===== config.mk =====
export PLATFORM = sky130hd
export DESIGN_NAME = enemy_shell_ctl
export DESIGN_NICKNAME = d
export VERILOG_FILES = /design/src/rtl/enemy_shell_ctl_pkg.sv /design/src/rtl/enemy_shell_ctl_frame_tick_gen.sv /design/src/rtl/enemy_shell_ctl.sv
export SDC_FILE = /design/constraint.sdc
export NUM_CORES = 1
export LEC_CHECK = 0
export ABC_AREA = 1
export BUFFER_PORTS_ARGS = -buffer_cell sky130_fd_sc_hd__buf_2
export CORE_MARGIN = 2
export CORE_UTILIZATION = 59
export DETAILED_ROUTE_END_ITERATION = 10
export HOLD_SLACK_MARGIN = 0.08
export PLACE_DENSITY = 0.86
export SLEW_MARGIN = 20
export SYNTH_ARGS = -nofsm -noshare
export SYNTH_HDL_FRONTEND = slang
export SYNTH_SLANG_ARGS = --single-unit

===== constraint.sdc =====
create_clock -name clk -period 3.25 [get_ports clk]
set_input_delay 0.325 -clock clk [delete_from_list [all_inputs] [get_ports clk]]
set_output_delay 0.325 -clock clk [all_outputs]
set_load 0.05 [all_outputs]

===== src/rtl/enemy_shell_ctl_pkg.sv =====
// Shared codes for the enemy shell path:
// direction codes, FSM states, screen limits.
package enemy_shell_ctl_pkg;

  localparam logic [2:0] DIR_NONE  = 3'd0;
  localparam logic [2:0] DIR_UP    = 3'd1;
  localparam logic [2:0] DIR_DOWN  = 3'd2;
  localparam logic [2:0] DIR_RIGHT = 3'd3;
  localparam logic [2:0] DIR_LEFT  = 3'd4;

  localparam int X_MAX = 799;
  localparam int Y_MAX = 599;

  typedef enum logic [1:0] {
    ST_IDLE     = 2'd0,
    ST_FLIGHT   = 2'd1,
    ST_COOLDOWN = 2'd2
  } shell_state_t;

  function automatic logic dir_valid(
    input logic [2:0] d
  );
    return (d >= DIR_UP) && (d <= DIR_LEFT);
  endfunction

endpackage


===== src/rtl/enemy_shell_ctl_frame_tick_gen.sv =====
// Rising-edge detector on vblnk: one-cycle
// frame tick, shared with the player shell path.
module frame_tick_gen (
  input  logic clk,
  input  logic rst,
  input  logic vblnk,
  output logic tick
);

  logic vblnk_q;

  // delay vblnk by one cycle for edge detect
  always_ff @(posedge clk) begin
    if (rst) vblnk_q <= 1'b0;
    else     vblnk_q <= vblnk;
  end

  assign tick = vblnk & ~vblnk_q;

endmodule


===== src/rtl/enemy_shell_ctl.sv =====
// Enemy shell flight sequencer: launch,
// per-frame move, termination, reload cooldown.
module enemy_shell_ctl
  import enemy_shell_ctl_pkg::*;
#(
  parameter int SPEED    = 4,
  parameter int X_MAX_P  = X_MAX,
  parameter int Y_MAX_P  = Y_MAX,
  parameter int COOLDOWN = 30
) (
  input  logic       clk,
  input  logic       rst,
  input  logic       vblnk,
  input  logic       fire,
  input  logic [2:0] fire_dir,
  input  logic [9:0] tank_x,
  input  logic [9:0] tank_y,
  input  logic       hit_tank,
  input  logic       hit_obstacle,
  output logic [9:0] xpos_bullet,
  output logic [9:0] ypos_bullet,
  output logic [2:0] direction,
  output logic       ready,
  output logic [7:0] shots_fired
);

  localparam int CW =
    (COOLDOWN < 2) ? 1 : $clog2(COOLDOWN + 1);
  localparam logic [CW-1:0] CD_LOAD = CW'(COOLDOWN);
  localparam logic [10:0] SPD11 = 11'(SPEED);
  localparam logic [9:0]  SPD10 = 10'(SPEED);
  localparam logic [10:0] XLIM  = 11'(X_MAX_P);
  localparam logic [10:0] YLIM  = 11'(Y_MAX_P);

  shell_state_t state, state_nxt;
  logic [CW-1:0] cd_cnt, cd_nxt;
  logic [9:0] x_nxt, y_nxt;
  logic [2:0] dir_nxt;
  logic [7:0] shots_nxt;
  logic tick, hit, fire_ok, off_screen;

  frame_tick_gen u_tick (
    .clk   (clk),
    .rst   (rst),
    .vblnk (vblnk),
    .tick  (tick)
  );

  assign hit     = hit_tank | hit_obstacle;
  assign fire_ok = fire & dir_valid(fire_dir);
  assign ready   = (state == ST_IDLE);

  // next move would leave the visible area
  always_comb begin
    off_screen = 1'b0;
    unique case (1'b1)
      (direction == DIR_UP):
        off_screen = {1'b0, ypos_bullet} < SPD11;
      (direction == DIR_LEFT):
        off_screen = {1'b0, xpos_bullet} < SPD11;
      (direction == DIR_DOWN):
        off_screen = ({1'b0, ypos_bullet} + SPD11) > YLIM;
      (direction == DIR_RIGHT):
        off_screen = ({1'b0, xpos_bullet} + SPD11) > XLIM;
      default: off_screen = 1'b0;
    endcase
  end

  // state register
  always_ff @(posedge clk) begin
    if (rst) state <= ST_IDLE;
    else     state <= state_nxt;
  end

  // next-state decode
  always_comb begin
    state_nxt = state;
    unique case (state)
      ST_IDLE:
        if (fire_ok) state_nxt = ST_FLIGHT;
      ST_FLIGHT:
        if (hit || (tick && off_screen))
          state_nxt = ST_COOLDOWN;
      ST_COOLDOWN:
        if (cd_cnt == '0) state_nxt = ST_IDLE;
      default: state_nxt = ST_IDLE;
    endcase
  end

  // next values of shell position, direction, counters
  always_comb begin
    x_nxt     = xpos_bullet;
    y_nxt     = ypos_bullet;
    dir_nxt   = direction;
    cd_nxt    = cd_cnt;
    shots_nxt = shots_fired;
    unique case (state)
      ST_IDLE: begin
        if (fire_ok) begin
          x_nxt   = tank_x;
          y_nxt   = tank_y;
          dir_nxt = fire_dir;
          if (shots_fired != 8'hFF)
            shots_nxt = shots_fired + 8'd1;
        end
      end
      ST_FLIGHT: begin
        if (hit || (tick && off_screen)) begin
          dir_nxt = DIR_NONE;
          cd_nxt  = CD_LOAD;
        end else if (tick) begin
          unique case (1'b1)
            (direction == DIR_UP):
              y_nxt = ypos_bullet - SPD10;
            (direction == DIR_DOWN):
              y_nxt = ypos_bullet + SPD10;
            (direction == DIR_RIGHT):
              x_nxt = xpos_bullet + SPD10;
            (direction == DIR_LEFT):
              x_nxt = xpos_bullet - SPD10;
            default: ;
          endcase
        end
      end
      ST_COOLDOWN: begin
        if (cd_cnt != '0 && tick)
          cd_nxt = cd_cnt - 1'b1;
      end
      default: ;
    endcase
  end

  // registered outputs and cooldown counter
  always_ff @(posedge clk) begin
    if (rst) begin
      xpos_bullet <= '0;
      ypos_bullet <= '0;
      direction   <= DIR_NONE;
      shots_fired <= '0;
      cd_cnt      <= '0;
    end else begin
      xpos_bullet <= x_nxt;
      ypos_bullet <= y_nxt;
      direction   <= dir_nxt;
      shots_fired <= shots_nxt;
      cd_cnt      <= cd_nxt;
    end
  end

endmodule


# After elaboration in Yosys (flattened, before gate mapping)
# Index checks and enable logic that the tools add are counted.
# W data, S select, Z words.
[classes]
n_eq_ne = 15
bitwise_logic = 4
n_addsub = 8
magnitude_cmp = 6
muxes = 21
reduce_logical = 15
[op_table]
columns = ["operator", "count"]
rows = [
  ["$pmux W10 S2", 4],
  ["$mux W10", 6],
  ["$add A10 B3 Y11 const B", 2],
  ["$gt A11 B10 Y1 const B", 2],
  ["$add A10 B3 Y10 const B", 2],
  ["$lt A10 B3 Y1 const B", 2],
  ["$sub A10 B3 Y10 const B", 2],
  ["$reduce_and A3 Y1", 4],
  ["$mux W5", 2],
  ["$ne A2 B2 Y1 const B", 5],
  ["$pmux W5 S2", 1],
  ["$reduce_and A5 Y1", 2],
  ["$add A8 B1 Y8 const B", 1],
  ["$ne A8 B8 Y1 const B", 1],
  ["$eq A3 B2 Y1 const B", 2],
  ["$mux W2", 3],
  ["$mux W3", 2],
  ["$ne A3 B3 Y1 const B", 2],
  ["$pmux W2 S3", 1],
  ["$pmux W3 S2", 1],
  ["$logic_not A5 Y1", 1],
  ["$reduce_bool A5 Y1", 1],
  ["$sub A5 B1 Y5 const B", 1],
  ["$pmux W1 S4", 1],
  ["other kinds (14)", 18],
]
[word_totals]
register_bits = 39
inputBits = 29
output_inout_bits = 32
wordCells = 76

# Depth between registers and ports, before layout
# Gate-level depths: netlist of the first run.
[depth]
ltp_word = 7
mapped_depth = 20
mapped_depth_nobuf = 19

# Hierarchy
# A second synthesis of the first run with hierarchy kept.
[hier_totals]
cells_unflattened = 465
area_unflattened_um2 = 2812.7
[by_module_without_submodules]
columns = ["mod", "n_inst", "seq_area_each_um2", "cells_per_inst", "area_per_inst_um2"]
rows = [
  ["enemy_shell_ctl", 1, 760.7, 461, 2781.4],
  ["frame_tick_gen", 1, 20.0, 4, 31.3],
]

# Least setup slack after synthesis of the first run
# OpenSTA, ideal clock, no wires.
[synth_path]
path_type = "reg-to-reg"
start = "register ypos_bullet[2]"
end = "register xpos_bullet[4]"
period_less_slack_ps = 2377
required_ps = 3137
slack_ps = 873
arrival_time_ps = 2264
setup_ps = 113
path_stages_with_launch = 20
path_buffers = 1
cell_sequence = "dfxtp_1 > inv_1 > ha_1 > inv_1 > nand2_1 > nand3_1 > nand2_1 > nand2_1 > nand2_1 > nand2_1 > nand2_1 > nand2_1 > nand3_1 > nand2_2 > nand2_2 > nand2_4 > nand3_4 > buf_6 > nor2_1 > nor2_1"
[synth_between]
elab_chain_cells = 7
word_cells_on_any_way = 8
cone_classes = "add/sub: 1; order compare: 2; eq/ne: 1; mux: 1; reduce/logical: 3"
[synth_rtl]
columns = ["element", "line", "rtl"]
rows = [
  ["start, declared", "enemy_shell_ctl.sv:21", "output logic [9:0] ypos_bullet,"],
  ["start signal, assigned", "enemy_shell_ctl.sv:143", "ypos_bullet <= y_nxt;"],
  ["$add A10 B3 Y11", "enemy_shell_ctl.sv:62", "off_screen = ({1'b0, ypos_bullet} + SPD11) > YLIM;"],
  ["$gt A11 B10 Y1", "enemy_shell_ctl.sv:62", ""],
  ["$pmux W1 S4 (*)", "enemy_shell_ctl.sv:56", "unique case (1'b1)"],
  ["$logic_and A1 B1 Y1 (*)", "enemy_shell_ctl.sv:108", "if (hit || (tick && off_screen)) begin"],
  ["$logic_or A1 B1 Y1 (*)", "enemy_shell_ctl.sv:108", ""],
  ["$ne A2 B2 Y1 (no line) (*)", "--", ""],
  ["$reduce_and A5 Y1 (no line) (*)", "--", ""],
  ["end signal, assigned", "enemy_shell_ctl.sv:142", "xpos_bullet <= x_nxt;"],
  ["end, declared", "enemy_shell_ctl.sv:20", "output logic [9:0] xpos_bullet,"],
]
# Mark *: on every way between the ends. The rest lies on a longest branch, timed or not.
# A chain may end at the register's enable or synchronous reset.

# Worst setup path after layout of the first run
[layout_path]
start = "register ypos_bullet[2]"
end = "register ypos_bullet[5]"
[layout_between]
elab_chain_cells = 7
word_cells_on_any_way = 14
cone_classes = "add/sub: 3; order compare: 2; eq/ne: 1; mux: 5; reduce/logical: 3"
[layout_rtl]
columns = ["element", "line"]
rows = [
  ["$add A10 B3 Y11", "enemy_shell_ctl.sv:62"],
  ["$gt A11 B10 Y1", "enemy_shell_ctl.sv:62"],
  ["$pmux W1 S4", "enemy_shell_ctl.sv:56"],
  ["$logic_and A1 B1 Y1", "enemy_shell_ctl.sv:108"],
  ["$logic_or A1 B1 Y1", "enemy_shell_ctl.sv:108"],
  ["$ne A2 B2 Y1 (no line)", "--"],
  ["$reduce_and A5 Y1 (no line)", "--"],
]
# Parallel ways exist; a longest one is shown, timed or not. The select of a mux whose other input is x is not followed.

==> results of run 1 <==
==> synthesized netlist by cell type <==
library cell	instances	area share, %
clkbuf_1	5	0.68
nand3_2	3	1.1
and3_1	1	0.23
inv_2	3	0.41
nand2_1	118	16
o21ai_0	36	6.5
nor3_1	8	1.4
a21oi_1	27	4.9
o21a_1	1	0.27
buf_4	2	0.54
nand2_4	1	0.41
nand3_1	36	6.5
inv_1	55	7.4
nor3_2	2	0.72
mux2i_1	1	0.36
dfxtp_1	39	28
or2_2	3	0.68
xor2_1	6	1.9
o21ai_1	2	0.36
nand2_2	5	1.1
o31a_1	1	0.32
buf_6	2	0.81
nor4_1	2	0.45
o22ai_1	1	0.23
a31oi_1	2	0.45
nor2_2	4	0.90
o21bai_1	1	0.27
nand4_1	11	2.5
nor2_1	63	8.5
xnor2_1	1	0.32
ha_1	9	4.1
buf_2	2	0.36
nand3_4	1	0.63
a221oi_1	1	0.32
clkinv_1	3	0.41
==> per-layer routing <==
layer	routed length [microns]	vias to the layer above	global-route usage (%)	share of wire, %
met5	0	-	0	0
met4	83	0	8.02	1.2
met3	439	10	4.14	6.2
met2	3400	133	48.3	48
met1	3180	1371	36.7	45
li1	-	1590	-	-
==> metrics by stage <==
step           setup WS [ns]  cells  area (sq um)  hold slack (ns)
4_1_cts                0.844    567          3190            0.243
2_1_floorplan          0.873    458          2780            0.402
3_5_place_dp           0.857    560          3080            0.481
3_3_place_gp           0.963    560          3080            0.468
5_1_grt                0.496    567          3190            0.265
6_report               0.801    567          3190            0.242
==> how the worst max path moves through the flow <==
stage / depth (start not counted) / to / start / slack, ns
after global routing: 19 / ypos_bullet[4] / ypos_bullet[2] / 0.50
after CTS: 19 / ypos_bullet[5] / ypos_bullet[2] / 0.84
after detailed placement: 19 / ypos_bullet[5] / ypos_bullet[2] / 0.86
final: 19 / ypos_bullet[5] / ypos_bullet[2] / 0.80
after global placement: 19 / ypos_bullet[5] / ypos_bullet[2] / 0.96
after floorplan: 19 / xpos_bullet[4] / ypos_bullet[2] / 0.87
==> power groups by stage <==
stage	logic (uW)	registers (uW)	clock network, uW
final	507	569	407
after global routing	567	575	426
after CTS	503	566	407
after detailed placement	500	578	0
after global placement	489	576	0
after floorplan	295	671	0
==> critical path, cell delays in order (launching register included) <==
cell     delay (ns)
dfxtp_1        0.46
inv_1          0.16
ha_1           0.32
inv_1          0.08
nand2_1        0.06
nand3_1        0.08
nand2_1        0.06
nand2_1        0.06
nand2_1        0.05
nand2_1        0.05
nand2_1        0.04
nand2_1        0.05
nand3_1        0.09
nand2_2        0.08
nand2_2        0.06
nand2_4        0.16
nand3_2        0.23
nand2_1        0.12
nand2_1        0.05
nor2_1         0.12
==> cell families after synthesis <==
| kind of cell | count (synthesis) | share of synthesized area, % |
|---|---|---|
| compound gates | 72 | 13.6 |
| xor+xnor | 7 | 2.21 |
| fa+ha+maj | 9 | 4.05 |
| buf+inv | 72 | 10.6 |
| flops | 39 | 28.1 |
| mux | 1 | 0.360 |
| simple gates | 258 | 41.1 |
==> registers in the layout (all words and copies together) (netlist names) <==
| signal | flops |
|---|---|
| cd_cnt | 5 |
| direction | 3 |
| shots_fired | 8 |
| state | 2 |
| u_tick.vblnk_q | 1 |
| xpos_bullet | 10 |
| ypos_bullet | 10 |
==> final cells by class <==
type | instances | area [sq um]
timing repair buffer | 61 | 308
multi-input combinational | 347 | 1700
sequential | 39 | 781
fill | 379 | 1250
clock inverter | 2 | 37.5
tap | 52 | 65.1
clock buffer | 5 | 68.8
inverter | 61 | 229
==> out/results.txt, run 1 <==
Layout cells sized above 1 -> 17.5%
RSZ-0062 raised after global routing -> false
Max-Slew Margin vs Limit -> 47.3%
Layout Utilization -> 71.8%
CTS tree -> built
MaxCap Viol Count -> 0
Post-synth net total -> 496
Synth warn -> 0
Register bit total from synthesis -> 39
Worst vdd ir -> 0.316 mV
Routed Antenna Nets -> 0
Rows -> 24
Htree depth -> 2
Via count -> 3104
CP Capture Type -> flip-flop
Die footprint -> 5270 sq um
Hold Path Sink -> u_tick.vblnk_q
DR WL/cell -> 12.5 microns
Via/cell ratio -> 5.47
Post-CTS setup buffers -> 0
Seq pwr share -> 38.4%
NumNets Final -> 553
Worst Max-Slew Pin Slew -> 0.790 ns
Pleak -> 0.00165 uW
GR Overflow Total -> 0
Largest net degree at the start of global routing -> 26
FF-to-FF path depth -> 19
Hold depth -> 3
Startpoint Class -> flip-flop
Crit share post-route -> 75.3%
Critical Path RT -> 3.48 ns
Endpoints failing setup -> 0
Critical path peak fanout -> 14
Avg Inst Size Synth -> 6.06 sq um
Sw Share -> 39.9%
Post-CTS resize count -> 0
Pwr Total -> 1480 uW
Die width -> 72.6 microns
Total net switching power -> 591 uW
Starting Density -> 62.5%
Initial DRT Pass Iterations -> 6
RD Place Congestion -> 0.941
Clk sinks -> 39
Combinational power share -> 34.2%
HP Class -> in -> reg
Slew Viols, Final -> 0
Reg2Reg Setup Slack -> 0.80 ns
Status -> finished clean
P per Cell Area -> 465 nW/um^2
Reg-to-reg endpoint -> ypos_bullet[5]
Vias in the first global route -> 2805
Die height -> 72.6 microns
Worst skew pair latency -> 0.30 ns
Data arrival, critical path -> 2.68 ns
Area Overhead vs Synth -> 14.9%
Post-Syn Instances -> 458
Fin Setup TNS -> 0 ns
Initial antenna violation count -> 0
Clock Tree Buf Depth -> 2
Synthesized area -> 2780 sq um
Most frequent cells in the layout -> nand2_1, nor2_1, buf_2
CP Class -> reg -> reg
Commonest non-fill, non-tap cell in the layout -> nand2_1
Port bufs -> 60
Worst-path clk slew -> 0.08 ns
Post-detail-place hpwl -> 5.20 mm
Hold Startpoint -> vblnk
ANT cells -> 0
All-Layer GR Usage -> 28.1%
Minimum clock period -> 2.45 ns
Post-synth cell types -> 35
Final WL -> 7.10 mm
First-pass GRT wire length -> 12.0 mm
CTS buffer count -> 5
FMAX -> 0.408 GHz
DRC Markers -> 0
Clock power share -> 27.4%
Clock Skew -> 0.00502 ns
I/O pins -> 61
CTS hold repair buffers -> 0
Starting DRT DRC Count -> 391
Design internal power -> 892 uW
Reg2Reg Launch Point -> ypos_bullet[2]
Root Buffer -> clkbuf_8
Final hold vios -> 0
Post-synthesis sequential area ratio -> 28.1%
Core area -> 4440 sq um
(Power assumes the default switching activity.)
==> run 2, diff against run 1 <==
- CORE_UTILIZATION: 59 -> 50
- PLACE_DENSITY: 0.86 -> 0.77
- clock period: 3.25 -> 2.1 ns (I/O delays scaled with it)
==> run 2 against run 1 <==
Compared with the run above:
- the run now ends with negative setup slack left
- fmax up 15%
- critical path depth shrank 2
- count of clock-buffer cells in the layout rose by 2
- die area up 17%
- worst hold slack worse by 0.11 ns
- utilization fell by 6.2 points
- flip-flop and latch count stayed put
- final cell count rose by 6.5%
- register-to-register slack got worse by 0.82 ns
==> out/results.txt, run 2 (synthesis results as in run 1) <==
Layout cells sized above 1 -> 29.9% (+12 points)
Data arrival, critical path -> 2.36 ns (-0.32 ns)
FF-to-FF path depth -> 17 (-2)
Top flop regs -> xpos_bullet: 10 flops, ypos_bullet: 10 flops, shots_fired: 8 flops
CP Class -> reg -> reg
Rows -> 27 (+13%)
Die footprint -> 6170 sq um (+17%)
RSZ-0062 raised after global routing -> true
Starting DRT DRC Count -> 304 (-22%)
Reg2Reg Setup Slack -> -0.02 ns (-0.82 ns)
Reg-to-reg endpoint -> xpos_bullet[6]
Startpoint Class -> flip-flop
Placed Area -> 3200 sq um (+3.7%)
Clock Skew -> 0.00991 ns (+0.00489 ns)
Largest net degree at the start of global routing -> 25 (-3.8%)
Design Area, Final -> 3570 sq um (+12%)
Fin cells -> 604 (+6.5%)
Slew Viols, Final -> 0 (unchanged)
Pleak -> 0.00177 uW (+7.5%)
Hold Path Sink -> ypos_bullet[0]
CTS buffer count -> 5 (unchanged)
Via/cell ratio -> 5.41 (-1.2%)
Layout Utilization -> 65.6% (-6.2 points)
Max-Slew Margin vs Limit -> 47.8% (+0.58 points)
Clk sinks -> 39 (unchanged)
Worst Max-Slew Pin Slew -> 0.782 ns (-0.00866 ns)
Root Buffer -> clkbuf_8
Post-detail-place hpwl -> 5.48 mm (+5.5%)
FMAX -> 0.471 GHz (+15%)
Reg2Reg Launch Point -> xpos_bullet[3]
Status -> finished with violations
Endpoints failing setup -> 3 (+3)
Htree depth -> 2 (unchanged)
Starting Density -> 51.1% (-11 points)
Final worst slack -> -0.0218 ns (-0.823 ns)
Clock Tree Buf Depth -> 2 (unchanged)
Final hold vios -> 0 (unchanged)
Critical path peak fanout -> 7 (-7)
Core area -> 5440 sq um (+22%)
Minimum clock period -> 2.12 ns (-0.327 ns)
Critical Path RT -> 2.34 ns (-1.14 ns)
Vias in the first global route -> 2726 (-2.8%)
DR WL/cell -> 13.4 microns (+7.3%)
DRC Markers -> 0 (unchanged)
Hold depth -> 3 (unchanged)
Routed Antenna Nets -> 0 (unchanged)
Die height -> 78.5 microns (+8.2%)
GR Overflow Total -> 0 (unchanged)
Worst skew pair latency -> 0.30 ns (about the same)
Placed insts -> 589 (+5.2%)
RD Place Congestion -> 0.888 (-5.7%)
P per Cell Area -> 673 nW/um^2 (+45%)
Hold slack -> 0.137 ns (-0.105 ns)
Die width -> 78.5 microns (+8.2%)
First-pass GRT wire length -> 12.5 mm (+4.4%)
Commonest non-fill, non-tap cell in the layout -> nand2_1
Pre-CTS setup slack -> -0.0824 ns (-0.940 ns)
Port bufs -> 60 (unchanged)
I/O pins -> 61 (unchanged)
NumNets Final -> 569 (+2.9%)
MaxCap Viol Count -> 0 (unchanged)
Most frequent cells in the layout -> nand2_1, buf_2, nor2_1
Initial antenna violation count -> 0 (unchanged)
All-Layer GR Usage -> 25.1% (-3.0 points)
Failing checks -> negative setup slack
Via count -> 3266 (+5.2%)
Crit share post-route -> 101% (+26 points)
CP Capture Type -> flip-flop
Area Overhead vs Synth -> 28.4%
Initial DRT Pass Iterations -> 5 (-1)
ANT cells -> 0 (unchanged)
Final WL -> 8.12 mm (+14%)
CTS tree -> built
Worst-path clk slew -> 0.09 ns (about the same)
Worst vdd ir -> 0.381 mV (+20%)
HP Class -> in -> reg
Hold Startpoint -> tank_y[0]
## run 2: cell types whose count changed in the layout (fill, tap and decap cells not counted), sizes merged
| cell | before | now |
|---|---|---|
| clkbuf | 5 | 7 |
| clkinv | 3 | 2 |
| nand2 | 124 | 125 |
| inv | 58 | 59 |
| buf | 61 | 74 |
| bufinv | 1 | 0 |
| nand3 | 40 | 42 |
## run 2: worst max-delay path by stage
stage                   startpoint              to  slack (ns)  depth (start not counted)
global placement    xpos_bullet[2]  ypos_bullet[6]        0.03                         17
detailed placement  ypos_bullet[2]  ypos_bullet[3]       -0.08                         19
finish              xpos_bullet[3]  xpos_bullet[6]       -0.02                         17
global route        xpos_bullet[3]  xpos_bullet[6]       -0.17                         17
floorplan           ypos_bullet[3]  xpos_bullet[4]      0.0002                         19
CTS                 ypos_bullet[3]  xpos_bullet[9]       -0.02                         18
## run 2: area by class of cell
type,count,area [sq um]
Fill cell,501,1870
Timing Repair Buffer,74,409
Sequential cell,39,811
Clock buffer,7,97.6
Inverter,61,236
Clock inverter,1,7.51
Tap cell,72,90.1
Multi-Input combinational cell,350,1920
## run 2: stage by stage
stage	total power, uW	TNS, ns
floorplan	1500	0
global placement	1690	0
detailed placement	1700	-0.476
CTS	2310	-0.0792
global route	2530	-2.01
finish	2400	-0.0401
## run 2: worst max-delay path, stage by stage (launching register included)
cell and delay [ns]:
dfxtp_4 0.41, ha_4 0.18, nand3_2 0.08, nand2_1 0.11, nand2_2 0.09, nor2_4 0.11, nand3_2 0.07, nor2_1 0.10
nor2_1 0.05, nand2_1 0.08, nand3_2 0.08, nand2_2 0.09, nand2_4 0.07, nand2_8 0.13, nand3_4 0.15, nand2_2 0.11
nand2_1 0.05, nor2_1 0.09
## run 2: layer usage
layer / part of all wire [%] / GRT usage (%)
met1: 43 / 34.1
met2: 47 / 39.7
met3: 7.8 / 5.86
met4: 2.3 / 7.02
met5: 0 / 0
## run 2: report_power, final
group	leakage (uW)	switching (uW)	internal (uW)	total, uW
combinational	0.00140	606	289	895
sequential	0.000326	93.6	803	897
clock	0.0000496	302	307	609
total	0.00177	1000	1400	2400
## run 2: repair_timing
action,CTS,global route
pin swaps,1,23
endpoints found under the setup margin,16,28
setup buffers,0,4
resized for setup,8,53
hold buffers,0,0
cloned,3,0
